--- config.mk ---
export PLATFORM = sky130hd
export DESIGN_NAME = sevseg_capture
export DESIGN_NICKNAME = d
export VERILOG_FILES = /design/src/rtl/sevseg_pkg.sv /design/src/rtl/sevseg_pattern_decode.sv /design/src/rtl/sevseg_capture.sv
export SDC_FILE = /design/constraint.sdc
export NUM_CORES = 1
export LEC_CHECK = 0
export CORE_AREA = 2 2 110 69
export CTS_CLUSTER_SIZE = 28
export DETAILED_ROUTE_END_ITERATION = 8
export DIE_AREA = 0 0 112 71
export PLACE_DENSITY = 0.85
export RECOVER_POWER = 50
export SYNTH_ARGS = -nofsm -noshare
export SYNTH_HDL_FRONTEND = slang
export SYNTH_SLANG_ARGS = --single-unit
export TNS_END_PERCENT = 10
--- constraint.sdc ---
create_clock -name clk -period 5.1 [get_ports clk]
set_clock_uncertainty 0.2 [all_clocks]
set_input_delay 0.765 -clock clk [delete_from_list [all_inputs] [get_ports clk]]
set_output_delay 0.765 -clock clk [all_outputs]
set_load 0.01 [all_outputs]
--- src/rtl/sevseg_pkg.sv ---
// Shared constants and types for the seven-segment display capture block.
// Segment codes are active-low and listed seg[0] (a) through seg[6] (g).
package sevseg_pkg;

    typedef enum logic [1:0] {
        POS_SEC_ONES = 2'd0,
        POS_SEC_TENS = 2'd1,
        POS_MIN_ONES = 2'd2,
        POS_MIN_TENS = 2'd3
    } digit_pos_e;

    typedef enum logic {
        ST_SETTLE,
        ST_HOLD
    } settle_state_e;

    localparam logic [0:6] SEG_0 = 7'b0000001;
    localparam logic [0:6] SEG_1 = 7'b1001111;
    localparam logic [0:6] SEG_2 = 7'b0010010;
    localparam logic [0:6] SEG_3 = 7'b0000110;
    localparam logic [0:6] SEG_4 = 7'b1001100;
    localparam logic [0:6] SEG_5 = 7'b0100100;
    localparam logic [0:6] SEG_6 = 7'b0100000;
    localparam logic [0:6] SEG_7 = 7'b0001111;
    localparam logic [0:6] SEG_8 = 7'b0000000;
    localparam logic [0:6] SEG_9 = 7'b0000100;

    localparam logic [3:0] ANODE_SEC_ONES = 4'b1110;
    localparam logic [3:0] ANODE_SEC_TENS = 4'b1101;
    localparam logic [3:0] ANODE_MIN_ONES = 4'b1011;
    localparam logic [3:0] ANODE_MIN_TENS = 4'b0111;
    localparam logic [3:0] ANODE_BLANK    = 4'b1111;

    localparam logic [3:0] SEC_TENS_MAX         = 4'd5;
    localparam logic [3:0] MIN_TENS_MAX         = 4'd6;
    localparam logic [3:0] MIN_ONES_AT_TENS_MAX = 4'd3;

    // Only called on range-checked digits, so the result always fits in 6 bits.
    function automatic logic [5:0] bcd_to_bin(input logic [3:0] tens, input logic [3:0] ones);
        logic [5:0] t6;
        logic [5:0] o6;
        t6 = {2'b00, tens};
        o6 = {2'b00, ones};
        return (t6 << 3) + (t6 << 1) + o6;
    endfunction

endpackage

--- src/rtl/sevseg_pattern_decode.sv ---
// Maps an active-low seven-segment pattern to its decimal value.
// Any pattern that is not one of the ten digit shapes is flagged illegal.
module sevseg_pattern_decode
    import sevseg_pkg::*;
(
    input  logic [0:6] seg,
    output logic [3:0] value,
    output logic       legal
);

    always_comb begin
        // NOTE: every output gets a default first so no path through the case can infer a latch.
        value = 4'd0;
        legal = 1'b1;
        case (seg)
            SEG_0:   value = 4'd0;
            SEG_1:   value = 4'd1;
            SEG_2:   value = 4'd2;
            SEG_3:   value = 4'd3;
            SEG_4:   value = 4'd4;
            SEG_5:   value = 4'd5;
            SEG_6:   value = 4'd6;
            SEG_7:   value = 4'd7;
            SEG_8:   value = 4'd8;
            SEG_9:   value = 4'd9;
            default: legal = 1'b0;
        endcase
    end

endmodule

--- src/rtl/sevseg_capture.sv ---
// Samples a multiplexed four-digit MM:SS seven-segment display and reports
// each complete, in-range frame as binary minutes and seconds.
module sevseg_capture
    import sevseg_pkg::*;
#(
    parameter int SETTLE_CYCLES = 16
) (
    input  logic       clk,
    input  logic       rst,
    input  logic [0:6] seg,
    input  logic [3:0] digit,
    output logic [5:0] min,
    output logic [5:0] sec,
    output logic       valid,
    output logic       err
);

    localparam int CW = $clog2(SETTLE_CYCLES + 1);
    localparam logic [CW-1:0] COUNT_DONE = CW'(SETTLE_CYCLES);

    logic [0:6]    seg_meta, seg_sync, seg_prev;
    logic [3:0]    dig_meta, dig_sync, dig_prev;
    settle_state_e state, state_n;
    logic [CW-1:0] count, count_n;
    logic          change, settling, sample;

    logic [3:0]       seg_value;
    logic             seg_legal;
    digit_pos_e       pos;
    logic             one_hot;
    logic [3:0][3:0]  bcd, bcd_n;
    logic [3:0]       mask, mask_n;
    logic [5:0]       min_n, sec_n;
    logic             valid_n, err_n;

    // Synchronizers idle at "blank, all segments off" so reset looks like a dark display.
    always_ff @(posedge clk or posedge rst) begin
        if (rst) begin
            seg_meta <= '1;
            seg_sync <= '1;
            seg_prev <= '1;
            dig_meta <= ANODE_BLANK;
            dig_sync <= ANODE_BLANK;
            dig_prev <= ANODE_BLANK;
        end else begin
            // NOTE: non-blocking assignments make each flop take its input's old value, forming a real chain.
            seg_meta <= seg;
            seg_sync <= seg_meta;
            seg_prev <= seg_sync;
            dig_meta <= digit;
            dig_sync <= dig_meta;
            dig_prev <= dig_sync;
        end
    end

    assign change = {dig_sync, seg_sync} != {dig_prev, seg_prev};

    always_ff @(posedge clk or posedge rst) begin
        if (rst) begin
            state <= ST_SETTLE;
            count <= '0;
        end else begin
            state <= state_n;
            count <= count_n;
        end
    end

    // A change seen in HOLD restarts settling at 1 in the same cycle as a change in SETTLE.
    always_comb begin
        state_n  = state;
        settling = (state == ST_SETTLE) || change;
        sample   = 1'b0;
        if (change) begin
            count_n = CW'(1);
        end else if (state == ST_SETTLE) begin
            count_n = count + CW'(1);
        end else begin
            count_n = count;
        end
        if (settling) begin
            sample  = (count_n == COUNT_DONE);
            state_n = sample ? ST_HOLD : ST_SETTLE;
        end
    end

    sevseg_pattern_decode u_decode (
        .seg   (seg_sync),
        .value (seg_value),
        .legal (seg_legal)
    );

    always_comb begin
        pos     = POS_SEC_ONES;
        one_hot = 1'b1;
        case (dig_sync)
            ANODE_SEC_ONES: pos = POS_SEC_ONES;
            ANODE_SEC_TENS: pos = POS_SEC_TENS;
            ANODE_MIN_ONES: pos = POS_MIN_ONES;
            ANODE_MIN_TENS: pos = POS_MIN_TENS;
            default:        one_hot = 1'b0;
        endcase
    end

    // Range checks wait for the full frame because the minutes limit depends on both digits.
    always_comb begin
        bcd_n   = bcd;
        mask_n  = mask;
        min_n   = min;
        sec_n   = sec;
        valid_n = 1'b0;
        err_n   = 1'b0;
        if (sample && dig_sync != ANODE_BLANK) begin
            if (!one_hot || !seg_legal) begin
                err_n  = 1'b1;
                mask_n = '0;
            end else begin
                bcd_n[pos]  = seg_value;
                mask_n[pos] = 1'b1;
                if (&mask_n) begin
                    mask_n = '0;
                    if (bcd_n[POS_SEC_TENS] > SEC_TENS_MAX ||
                        bcd_n[POS_MIN_TENS] > MIN_TENS_MAX ||
                        (bcd_n[POS_MIN_TENS] == MIN_TENS_MAX &&
                         bcd_n[POS_MIN_ONES] > MIN_ONES_AT_TENS_MAX)) begin
                        err_n = 1'b1;
                    end else begin
                        valid_n = 1'b1;
                        min_n   = bcd_to_bin(bcd_n[POS_MIN_TENS], bcd_n[POS_MIN_ONES]);
                        sec_n   = bcd_to_bin(bcd_n[POS_SEC_TENS], bcd_n[POS_SEC_ONES]);
                    end
                end
            end
        end
    end

    always_ff @(posedge clk or posedge rst) begin
        if (rst) begin
            // NOTE: the small BCD store is cleared on reset so a stale digit can never leak into a frame.
            bcd   <= '0;
            mask  <= '0;
            min   <= '0;
            sec   <= '0;
            valid <= 1'b0;
            err   <= 1'b0;
        end else begin
            bcd   <= bcd_n;
            mask  <= mask_n;
            min   <= min_n;
            sec   <= sec_n;
            valid <= valid_n;
            err   <= err_n;
        end
    end

endmodule

======== Yosys cells after proc, flatten, opt, wreduce, memory -nomap -nowiden ========
Index checks and enable logic that the tools add are counted.
word-level totals
  memories ................................ 0
  input port bits ......................... 13
  ROM bits ................................ 0
  bits in registers ....................... 73
  bits in latches ......................... 0
  output and inout bits ................... 14
  RAM bits ................................ 0
  word-level logic and storage cells ...... 86
operators by class
  add/subtract/negate cells ............... 5
  reductions and logical operators ........ 15
  equality and inequality tests ........... 17
  shifts and indexed selects .............. 0
  magnitude comparators ................... 5
  muxes and demuxes ....................... 23
  bitwise logic cells ..................... 4
  div/mod/pow operators ................... 0
  multiply operators ...................... 0
operators by type and width
  kind                                                                    count
  4-bit case mux with 9 select lines                                      1
  16-bit bitwise mux                                                      1
  7-bit by 3-bit equality test with 1-bit output (second input constant)  2
  7-bit by 6-bit equality test with 1-bit output (second input constant)  2
  7-bit equality test (second input constant)                             2
  1-bit two-way mux                                                       13
  6-bit by 4-bit adder with 6-bit output                                  2
  6-bit by 5-bit adder with 6-bit output                                  2
  4-bit equality test (second input constant)                             3
  4-bit two-way mux                                                       3
  11-bit inequality test                                                  1
  5-bit two-way mux                                                       2
  10-bit OR reduction                                                     1
  4-bit demux with 2-bit select                                           1
  4-bit by 3-bit equality test with 1-bit output (second input constant)  2
  4-bit by 3-bit > comparator with 1-bit output (second input constant)   2
  7-bit by 1-bit equality test with 1-bit output (second input constant)  1
  7-bit by 4-bit equality test with 1-bit output (second input constant)  1
  7-bit by 5-bit equality test with 1-bit output (second input constant)  1
  7-bit zero test                                                         1
  7-bit AND reduction                                                     1
  2-bit case mux with 3 select lines                                      1
  5-bit by 1-bit adder with 5-bit output (second input constant)          1
  5-bit equality test (second input constant)                             1
  13 further kinds                                                        21

======== Depth between registers and ports, before layout ========
Gate-level depths: netlist (run 1).
  depth after elaboration ................. 14
  gate-level depth with buffers ........... 14
  mapped depth without buffers ............ 13

======== Modules after synthesis ========
Synthesis (run 1) repeated with hierarchy kept, for this count alone.
unflattened totals
  cell total of the unflattened synthesis .. 316
  area total of the unflattened synthesis .. 3693.5 um^2
modules (own cells, without submodules)
  module                 instances  area each (um^2)  cells each  sequential area each (um^2)
  sevseg_capture         1          3510.9            292         1868.0
  sevseg_pattern_decode  1          182.7             24          0.0

======== Worst setup path before layout (run 1) ========
No wires, ideal clock.
  kind .................................... reg2reg
  start point ............................. register seg_sync[4] (netlist name)
  end point ............................... register min[5]
  setup time .............................. 0.125 ns
  path slack .............................. 1.375 ns
  clock period less this slack ............ 3.725 ns
  data required time ...................... 4.775 ns
  path buffers ............................ 1
  stages on the path, launching flop included .. 13
  arrival time ............................ 3.400 ns
  cells stage by stage .................... dfstp_2 buf_2 or4b_4 a21o_1 and3_1 o21ai_0 fa_1 ha_1 a21o_1 a21oi_1 xnor2_1 xnor2_1 mux2_4
on the way
  longest elaborated chain between the ends .. 8
  elaborated cells between the ends (all ways) .. 34
  those cells by class .................... 2 x add/sub; 3 x order compare; 12 x eq/ne; 5 x mux; 2 x bitwise; 10 x reduce/logical
ends and longest elaborated chain
  element                                                                         RTL line               RTL
  start, declared                                                                 sevseg_capture.sv:21   logic [0:6] seg_meta, seg_sync, seg_prev;
  start signal, assigned                                                          sevseg_capture.sv:48   seg_sync <= seg_meta;
  branches (longest 8 deep; another with 6-bit by 5-bit adder with 6-bit output)  n/a
  end signal, assigned                                                            sevseg_capture.sv:148  min <= min_n;
  end, declared                                                                   sevseg_capture.sv:12   output logic [5:0] min,
Parallel ways; which one is timed is not known.
A chain may end at the register's enable or synchronous reset.

======== Final worst setup path (run 1) ========
Ends and elaborated chain as after synthesis.

==> out/metrics.csv, run 1 <==
stage,metric,value,unit
place,portBuffers,26,
synth,yosys_register_bits,73,
finish,fin_nets,368,
synth,synth_async_sr_flop_share,1.00,
finish,layout_commonest_cell,dfrtp_1,
clocking,holdBufCountCts,0,
finish,final_cell_mix,"dfrtp_1, nand2_1, dfstp_2",
detailed_routing,routed_wl,7.06,mm
power,p_per_area,293,nW/um2
synth,ys_seq_area_frac,0.503,
timing,fmax,0.247,GHz
clocking,clock-sinks,73,
finish,regArea,1870,um2
critical_path,worst_ep_required_time,5.13,ns
synth,netlist_area,3710,um2
run_status,status,"finished, final reports clean",
detailed_routing,detail-route-antenna-nets,0,
synth,yosysTopAreaCell,dfrtp_1,
timing,setup_viol,0,
die,io_pins,27,
synth,synth-edff-count,0,
synth,syn_inst,313,
synth,syn_area_per_cell,11.9,um2
finish,fillers,566,
timing,post-route-period-util,0.795,
finish,drive_gt1_frac,0.213,
global_routing,grt_max_degree,44,
critical_path,critPathLaunchType,flip-flop,
critical_path,crit_type,reg -> reg,
timing,tightest_slew,1.47,ns
die,core_area,7030,um2
finish,area_growth,15.4,%
power,p_leak,0.00183,uW
detailed_routing,firstDrtPassIters,4,
finish,multi_input_area,1690,um2
power,irDropWorstVdd,246,uV
place,place_hpwl,5.21,mm
die,die_w,112,um
critical_path,cp-end-kind,flip-flop,
timing,hold_viol,0,
hold_path,hold_class,reg -> reg,
global_routing,antenna_found_initial,0,
clocking,cts_tree,built,
place,placed_cells,418,
clocking,clk_path_buf_depth,2,
timing,slew-limit-headroom,0.0175,
finish,final_core_util,0.610,
die,dieHeight,71,um
critical_path,arrival,4.08,ns
detailed_routing,wl_per_cell,16.3,um
clocking,cts_root_buffer,clkbuf_16,
global_routing,grt_pass1_wl,12.1,mm
flow_run,drv_cap,0,
clocking,ctsHtreeMaxLevel,3,
finish,stdcell_count,434,
detailed_routing,vias_per_cell,5.59,
detailed_routing,first_iter_violations,126,
detailed_routing,drc,0,
timing,totalNegativeSetupSlack,0,ns
timing,drv_slew,0,
synth,yosys-top-cells-area,"dfrtp_1, dfstp_2, xnor2_1, ha_1, mux2_2",
synth,yosysWarnings,0,
clocking,cts_buffers,9,
clocking,post-cts-setup-buffers,0,
synth,synth_flop_cell,dfrtp_1,
finish,diodes,0,
synth,netlist-cell-type-count,59,
global_routing,grt_overflow,0,
place,routabilityCongestion,0.888,
detailed_routing,vias,2426,
die,rows,24,
clocking,ctsResizeCount,0,
timing,finalCriticalPeriod,4.05,ns
global_routing,grt_pass1_vias,2460,
clocking,clock_latency,0.34,ns
critical_path,cp_max_fo,8,
die,die_area,7950,um2
synth,synth_nets,343,
timing,rsz0062_at_grt,false,
clocking,clk_pin_slew,0.06,ns
synth,synth_top_area_share,0.270,
die,start_util,0.528,
global_routing,grt_usage,0.199,
[sequential cells by signal (all words and copies together), names as in the netlist, 4 cells and up]
register  flops
dig_sync      4
count         5
dig_prev      4
seg_sync      7
dig_meta      4
min           6
seg_meta      7
mask          4
sec           6
seg_prev      7
bcd          16
[cell usage after synthesis (all sizes together) (2+ instances only)]
cell type,count
a21oi,10
nor3,4
nand4,5
xnor2,21
o21ai,24
a22o,3
o31ai,2
nand2,22
mux2i,6
and3,2
fa,4
xor2,5
nor2,12
nand2b,2
inv,19
and4b,4
ha,13
a21o,3
nand4b,7
and2,3
or3,3
mux2,20
dfstp,33
buf,10
a31oi,2
nand3,8
or3b,2
or2,2
nor2b,2
clkbuf,3
dfrtp,40
[metrics by stage]
| step | setup WS [ns] | power (uW) | hold WS (ns) | cell area, um2 |
|---|---|---|---|---|
| after floorplan | 1.38 | 663 | 0.145 | 3710 |
| after global placement | 1.30 | 681 | 0.145 | 4010 |
| after detailed placement | 1.15 | 683 | 0.147 | 4010 |
| after CTS | 1.13 | 1280 | 0.156 | 4290 |
| after global routing | 0.872 | 1310 | 0.162 | 4290 |
| final | 1.05 | 1260 | 0.160 | 4290 |
[layout make-up]
class | count | area share
timing repair buffer | 27 | 0.0625
tap | 91 | 0.0266
inverter | 19 | 0.0166
multi-input combinational | 208 | 0.393
clock inverter | 7 | 0.0126
sequential | 73 | 0.436
clock buffer | 9 | 0.0526
[final timing paths]
check                            startpoint          end  slack, ns  cells past startpoint
worst min-delay path            dig_meta[0]  dig_sync[0]       0.16                      0
worst max register to register  seg_sync[4]       min[5]       1.05                     11
min in group asynchronous               rst       sec[1]       1.10                      2
worst max-delay path            seg_sync[4]       min[5]       1.05                     11
max in group asynchronous               rst  dig_sync[1]       2.45                      3
worst min register to register  dig_meta[0]  dig_sync[0]       0.16                      0
[cells by family after synthesis]
logic type,count (synthesis),synth area share
AOI/OAI and AO/OA,54,0.105
xor gates and xnor gates,26,0.0613
adders and majority gates,17,0.0654
buffers and inverters,32,0.0431
DFF,73,0.503
muxes,26,0.0849
and+or+nand+nor,85,0.137
[metal layers]
layer | vias up | track usage | wire [um]
li1 | 1149 | - | -
met1 | 1175 | 0.280 | 3400
met2 | 89 | 0.279 | 2980
met3 | 13 | 0.0848 | 563
met4 | 0 | 0.0691 | 112
met5 | - | 0 | 0
[worst max-delay path, stage by stage, from the launching register on]
cell,delay [ns]
dfstp_1,0.68
or4b_4,0.52
a21o_1,0.18
and3_1,0.22
o21ai_0,0.42
fa_1,0.54
ha_1,0.32
a21o_1,0.16
a21oi_1,0.19
xnor2_1,0.16
xnor2_1,0.08
mux2_4,0.26
[power by group]
group	switching, uW	leakage [uW]	internal, uW
clock network	252	0.000142	334
logic	28.9	0.000793	22.0
registers	16.5	0.000895	602
total	298	0.00183	958
(Power assumes the default switching activity.)
==> run 2, diff against run 1 <==
Settings changed: CORE_AREA 2 2 110 69 to 2 2 112 70, DIE_AREA 0 0 112 71 to 0 0 114 72, PLACE_DENSITY 0.85 to 0.86.
Clock period 5.1 ns to 3.69 ns, I/O delays scaled along.
==> run 2 against run 1 <==
Combinational power increased by 88%. Highest routed layer unchanged. Register-to-register slack got worse by 0.97 ns. Final cell count increased by 4.8%. Maximum frequency increased by 12%.
==> out/metrics.csv, run 2 (synthesized netlist as in run 1, its figures left out) <==
stage,metric,value,unit,change
run_status,status,"finished, final reports clean",,
timing,setup_viol,0,,unchanged
critical_path,cp_max_fo,6,,-2
critical_path,timing.rr.end,sec[5],,
critical_path,arrival,3.63,ns,-0.45 ns
clocking,cts_root_buffer,clkbuf_16,,
finish,area_growth,21.8,%,
finish,largest_register,bcd,,
critical_path,ff2ff_path_depth,13,,+2
place,placed_area,4130,um2,+3.1%
timing,hold_viol,0,,unchanged
critical_path,crit_slowest_cell,fa_1,,
global_routing,grt_pass1_wl,13.1,mm,+7.8%
die,io_pins,27,,unchanged
detailed_routing,first_iter_violations,225,,+79%
die,die_w,114,um,+1.8%
finish,fillers,557,,-1.6%
hold_path,whs_endpoint,seg_sync[2],,
clocking,clk_pin_slew,0.06,ns,about the same
die,core_area,7150,um2,+1.7%
power,p_leak,0.00195,uW,+6.6%
finish,drive_gt1_frac,0.308,,+0.0949
critical_path,crit_family,adder cells,,
detailed_routing,vias_per_cell,5.56,,-0.53%
clocking,clock-sinks,73,,unchanged
finish,fin_nets,389,,+5.7%
place,place_hpwl,5.39,mm,+3.3%
detailed_routing,wl_per_cell,16.3,um,+0.49%
hold_path,hold_class,reg -> reg,,
global_routing,antenna_found_initial,0,,unchanged
die,start_util,0.520,,-0.00888
timing,slew-limit-headroom,0.520,,+0.502
die,die_area,8210,um2,+3.2%
clocking,cts_tree,built,,
place,portBuffers,26,,unchanged
finish,largest_reg_flops,16,,unchanged
detailed_routing,detail-route-antenna-nets,0,,unchanged
detailed_routing,drc,0,,unchanged
die,rows,24,,unchanged
clocking,ctsHtreeMaxLevel,3,,unchanged
timing,fmax,0.277,GHz,+12%
detailed_routing,firstDrtPassIters,4,,unchanged
timing,tightest_slew,0.713,ns,-0.760 ns
detailed_routing,routed_wl,7.43,mm,+5.4%
global_routing,grt_max_degree,44,,unchanged
clocking,clk_path_buf_depth,2,,unchanged
timing,post-route-period-util,0.978,,+0.183
critical_path,worst-path-buf-inv,1,,+1
global_routing,grt_pass1_vias,2619,,+6.5%
finish,finish.instance_area,4520,um2,+5.5%
timing,rsz0062_at_grt,true,,
timing,layout_setup_ws,0.0801,ns,-0.966 ns
finish,layout_commonest_cell,dfrtp_1,,
critical_path,r2r_setup_slack,0.08,ns,-0.97 ns
timing,drv_slew,0,,unchanged
hold_path,min_from,seg_meta[2],,
global_routing,grt_overflow,0,,unchanged
critical_path,crit_chain,or4b_4 -> a21o_1 -> and3_4 -> nor2_2 -> a21oi_2 -> fa_1 -> inv_1 -> ha_1 -> a21o_1 -> a21oi_2 -> xnor2_1 -> xnor2_1 -> mux2_4,,
place,routabilityCongestion,0.899,,+1.3%
finish,final_core_util,0.633,,+0.0228
clocking,clock_latency,0.33,ns,about the same
place,place_ws,0.00523,ns,-1.14 ns
timing,finalCriticalPeriod,3.61,ns,-0.444 ns
flow_run,drv_cap,0,,unchanged
global_routing,grt_usage,0.209,,+0.00975
critical_path,worst_ep_required_time,3.71,ns,-1.42 ns
critical_path,slowest_delay,0.59,ns,-0.09 ns
critical_path,critPathLaunchType,flip-flop,,
power,p_per_area,400,nW/um2,+37%
finish,final_cell_mix,"dfrtp_1, dfstp_2, clkdlybuf4s50_1",,
detailed_routing,vias,2530,,+4.3%
hold_path,hold_path_depth,0,,unchanged
die,dieHeight,72,um,+1.4%
clocking,cts_buffers,9,,unchanged
critical_path,cp-end-kind,flip-flop,,
power,irDropWorstVdd,393,uV,+60%
critical_path,rr_startpoint,seg_sync[4],,
critical_path,crit_type,reg -> reg,,
finish,diodes,0,,unchanged
-- run 2: area by class of cell --
type	instances	area, um2	share of cell area
Clock buffer	12	278	0.0614
Tap cell	91	114	0.0252
Sequential cell	73	1870	0.413
Inverter	19	71.3	0.0158
Timing Repair Buffer	48	438	0.0968
Multi-Input combinational cell	208	1720	0.380
Clock inverter	4	33.8	0.00747
-- run 2: worst max-delay path by stage --
| stage | start | end | slack (ns) | cells past startpoint |
|---|---|---|---|---|
| after global placement | seg_sync[4] | sec[5] | 0.08 | 13 |
| final | seg_sync[4] | sec[5] | 0.08 | 13 |
| after CTS | seg_sync[4] | min[5] | -0.03 | 11 |
| after detailed placement | seg_sync[4] | sec[5] | 0.005 | 13 |
| after floorplan | seg_sync[4] | sec[5] | 0.02 | 14 |
| after global routing | seg_sync[4] | sec[5] | -0.06 | 13 |
-- run 2: power by group --
part | switching, uW | internal [uW]
logic | 53.0 | 42.9
registers | 15.9 | 834
clock network | 327 | 535
total | 396 | 1410
-- run 2: metal layers --
metal,share of wire,wire length [um],global-route usage
met1,0.47,3460,0.300
met2,0.44,3300,0.303
met3,0.079,588,0.0744
met4,0.010,78,0.0596
met5,0,0,0
-- run 2: worst reg2reg max path: stages (launching register included) --
cell	delay [ns]
dfstp_2	0.55
or4b_4	0.49
a21o_1	0.19
and3_4	0.20
nor2_2	0.10
a21oi_2	0.07
fa_1	0.59
inv_1	0.05
ha_1	0.28
a21o_1	0.16
a21oi_2	0.14
xnor2_1	0.14
xnor2_1	0.09
mux2_4	0.25
-- run 2: stage by stage --
step | setup TNS, ns | instances | total power [uW] | hold slack, ns
2_1_floorplan | 0 | 313 | 917 | 0.145
3_3_place_gp | 0 | 433 | 950 | 0.146
3_5_place_dp | 0 | 433 | 954 | 0.147
4_1_cts | -0.0543 | 449 | 1820 | 0.155
5_1_grt | -0.0948 | 455 | 1880 | 0.157
6_report | 0 | 455 | 1810 | 0.155
-- run 2: repair_timing --
action	CTS	global route
hold buffers	0	0
resized for setup	0	12
pin swaps	0	3
buffers inserted	0	6
setup endpoints to repair	2	4
==> run 3, diff against run 2 <==
Settings changed: CELL_PAD_IN_SITES_DETAIL_PLACEMENT set to 2, CELL_PAD_IN_SITES_GLOBAL_PLACEMENT set to 2, CORE_AREA 2 2 112 70 to 2 2 135 84, DIE_AREA 0 0 114 72 to 0 0 137 86, PLACE_DENSITY 0.86 to 0.85.
==> run 3 against run 2 <==
Final cell count increased by 11%. Critical path depth unchanged. Largest power group unchanged. Global-route usage decreased by 1.9 points. Core utilization decreased by 19 points. Total power increased by 1.9%. Combinational power increased by 4.2%. Register-to-register slack got worse by 0.07 ns. Routed wire length increased by 39%. Clock power increased by 3.2%. Count of clock-buffer cells in the layout unchanged. Maximum frequency decreased by 1.8%. Largest cell class unchanged.
==> out/metrics.csv, run 3 (synthesized netlist as in run 1, its figures left out) <==
stage,metric,value,unit,change
critical_path,critPathLaunchType,flip-flop,,
place,routabilityCongestion,0.848,,-5.7%
power,power_frac_clock,0.483,,+0.006
global_routing,antenna_found_initial,0,,unchanged
finish,largest_register,bcd,,
die,io_pins,27,,unchanged
clocking,clock_latency,0.34,ns,about the same
power,pwr-share-comb,0.054,,about the same
finish,fillers,1058,,+90%
finish,multi_input_area,1750,um2,+1.7%
timing,drv_slew,0,,unchanged
clocking,clk_pin_slew,0.06,ns,about the same
global_routing,grt_usage,0.190,,-0.0187
die,die_w,137,um,+20%
critical_path,worst_ep_required_time,3.72,ns,about the same
critical_path,crit_type,reg -> reg,,
global_routing,grt_overflow,0,,unchanged
power,p_sw,430,uW,+8.8%
finish,stdcell_count,507,,+11%
clocking,clock-sinks,73,,unchanged
clocking,cts_root_buffer,clkbuf_16,,
timing,fmax,0.272,GHz,-1.8%
die,start_util,0.355,,-0.164
detailed_routing,drc,0,,unchanged
finish,regArea,1870,um2,unchanged
run_status,status,"finished, final reports clean",,
critical_path,arrival,3.71,ns,+0.08 ns
clocking,ctsHtreeMaxLevel,3,,unchanged
timing,finalCriticalPeriod,3.68,ns,+0.0676 ns
detailed_routing,vias,2643,,+4.5%
finish,largest_reg_flops,16,,unchanged
power,irDropWorstVdd,254,uV,-35%
timing,whs,0.156,ns,+0.00144 ns
die,rows,29,,+21%
finish,area_growth,24.7,%,
critical_path,cp-end-kind,flip-flop,,
detailed_routing,detail-route-antenna-nets,0,,unchanged
global_routing,grt_pass1_vias,2973,,+14%
timing,setup_viol,0,,unchanged
place,portBuffers,26,,unchanged
clocking,cts_tree,built,,
place,placed_cells,485,,+12%
finish,final_cell_mix,"dfrtp_1, dfstp_2, buf_4",,
clocking,clk_path_buf_depth,2,,unchanged
global_routing,grt_pass1_wl,16.3,mm,+25%
power,sw_frac_of_total,0.234,,+0.0147
power,p_per_area,398,nW/um2,-0.50%
timing,slew-limit-headroom,0.660,,+0.140
detailed_routing,wl_per_cell,20.4,um,+25%
clocking,holdBufCountCts,0,,unchanged
detailed_routing,routed_wl,10.4,mm,+39%
finish,fin_nets,393,,+1.0%
die,dieHeight,86,um,+19%
power,intPower,1410,uW,about the same
timing,rsz0062_at_grt,true,,
finish,layout_commonest_cell,dfrtp_1,,
power,p_leak,0.00199,uW,+2.0%
flow_run,drv_cap,0,,unchanged
detailed_routing,first_iter_violations,98,,-56%
detailed_routing,firstDrtPassIters,4,,unchanged
power,p_seq_frac,0.463,,-0.007
detailed_routing,vias_per_cell,5.21,,-6.2%
global_routing,grt_max_degree,33,,-25%
finish,diodes,0,,unchanged
hold_path,hold_class,reg -> reg,,
die,core_area,10500,um2,+46%
finish,drive_gt1_frac,0.321,,+0.0130
place,place_hpwl,7.25,mm,+34%
timing,tightest_slew,0.503,ns,-0.210 ns
timing,post-route-period-util,0.997,,+0.0183
die,die_area,11800,um2,+44%
critical_path,cp_max_fo,4,,-2
timing,hold_viol,0,,unchanged
clocking,cts_buffers,9,,unchanged
## run 3: final cells by class
type                            count  area share
Inverter                           19      0.0154
Timing Repair Buffer               52      0.0991
Clock inverter                      4     0.00702
Sequential cell                    73       0.403
Clock buffer                       12      0.0600
Multi-Input combinational cell    208       0.378
Tap cell                          139      0.0375
## run 3: repair_timing
item,in CTS,in global routing
buffers inserted,1,5
endpoints found under the setup margin,2,3
pin swaps,3,5
resized for setup,8,10
## run 3: power groups by stage
stage          combinational [uW]  clock (uW)  sequential (uW)
2_1_floorplan                61.7           0              855
3_5_place_dp                 94.7           0              868
3_3_place_gp                 89.7           0              865
6_report                     99.8         890              854
4_1_cts                      98.8         911              854
5_1_grt                       110         946              857
## run 3: path summary, 6_finish.rpt
check | startpoint | end | slack (ns) | cells past startpoint
max | seg_sync[4] | sec[5] | 0.01 | 13
min | seg_meta[0] | seg_sync[0] | 0.16 | 0
max reg2reg | seg_sync[4] | sec[5] | 0.01 | 13
min reg2reg | seg_meta[0] | seg_sync[0] | 0.16 | 0
max in group asynchronous | rst | dig_sync[2] | 1.96 | 3
min in group asynchronous | rst | sec[2] | 0.48 | 2
## run 3: per-stage QoR
stage	utilization	instance area (um2)	setup WS (ns)	setup TNS (ns)	power, uW
final	0.443	4630	0.0124	0	1840
after global routing	0.443	4630	-0.104	-0.171	1910
after CTS	0.435	4550	0.0110	0	1860
after detailed placement	0.403	4210	-0.0339	-0.0339	962
after global placement	0.403	4210	0.100	0	954
after floorplan	-	3710	0.0188	0	917
## run 3: metal layers
metal | track usage | vias to the layer above | part of all wire
met4 | 0.0609 | 0 | 0.012
met2 | 0.309 | 38 | 0.49
met5 | 0 | - | 0
li1 | - | 1200 | -
met1 | 0.249 | 1391 | 0.47
met3 | 0.0508 | 14 | 0.028
## run 3: critical path, stage by stage, from the launching register on
cell and delay [ns]:
dfstp_2 0.54, or4b_4 0.50, a21o_1 0.21, and3_4 0.20, nor2_4 0.12, a21oi_4 0.07
fa_1 0.58, inv_1 0.06, ha_1 0.29, a21o_1 0.17, a21oi_2 0.16, xnor2_2 0.13
xnor2_1 0.08, mux2_4 0.25
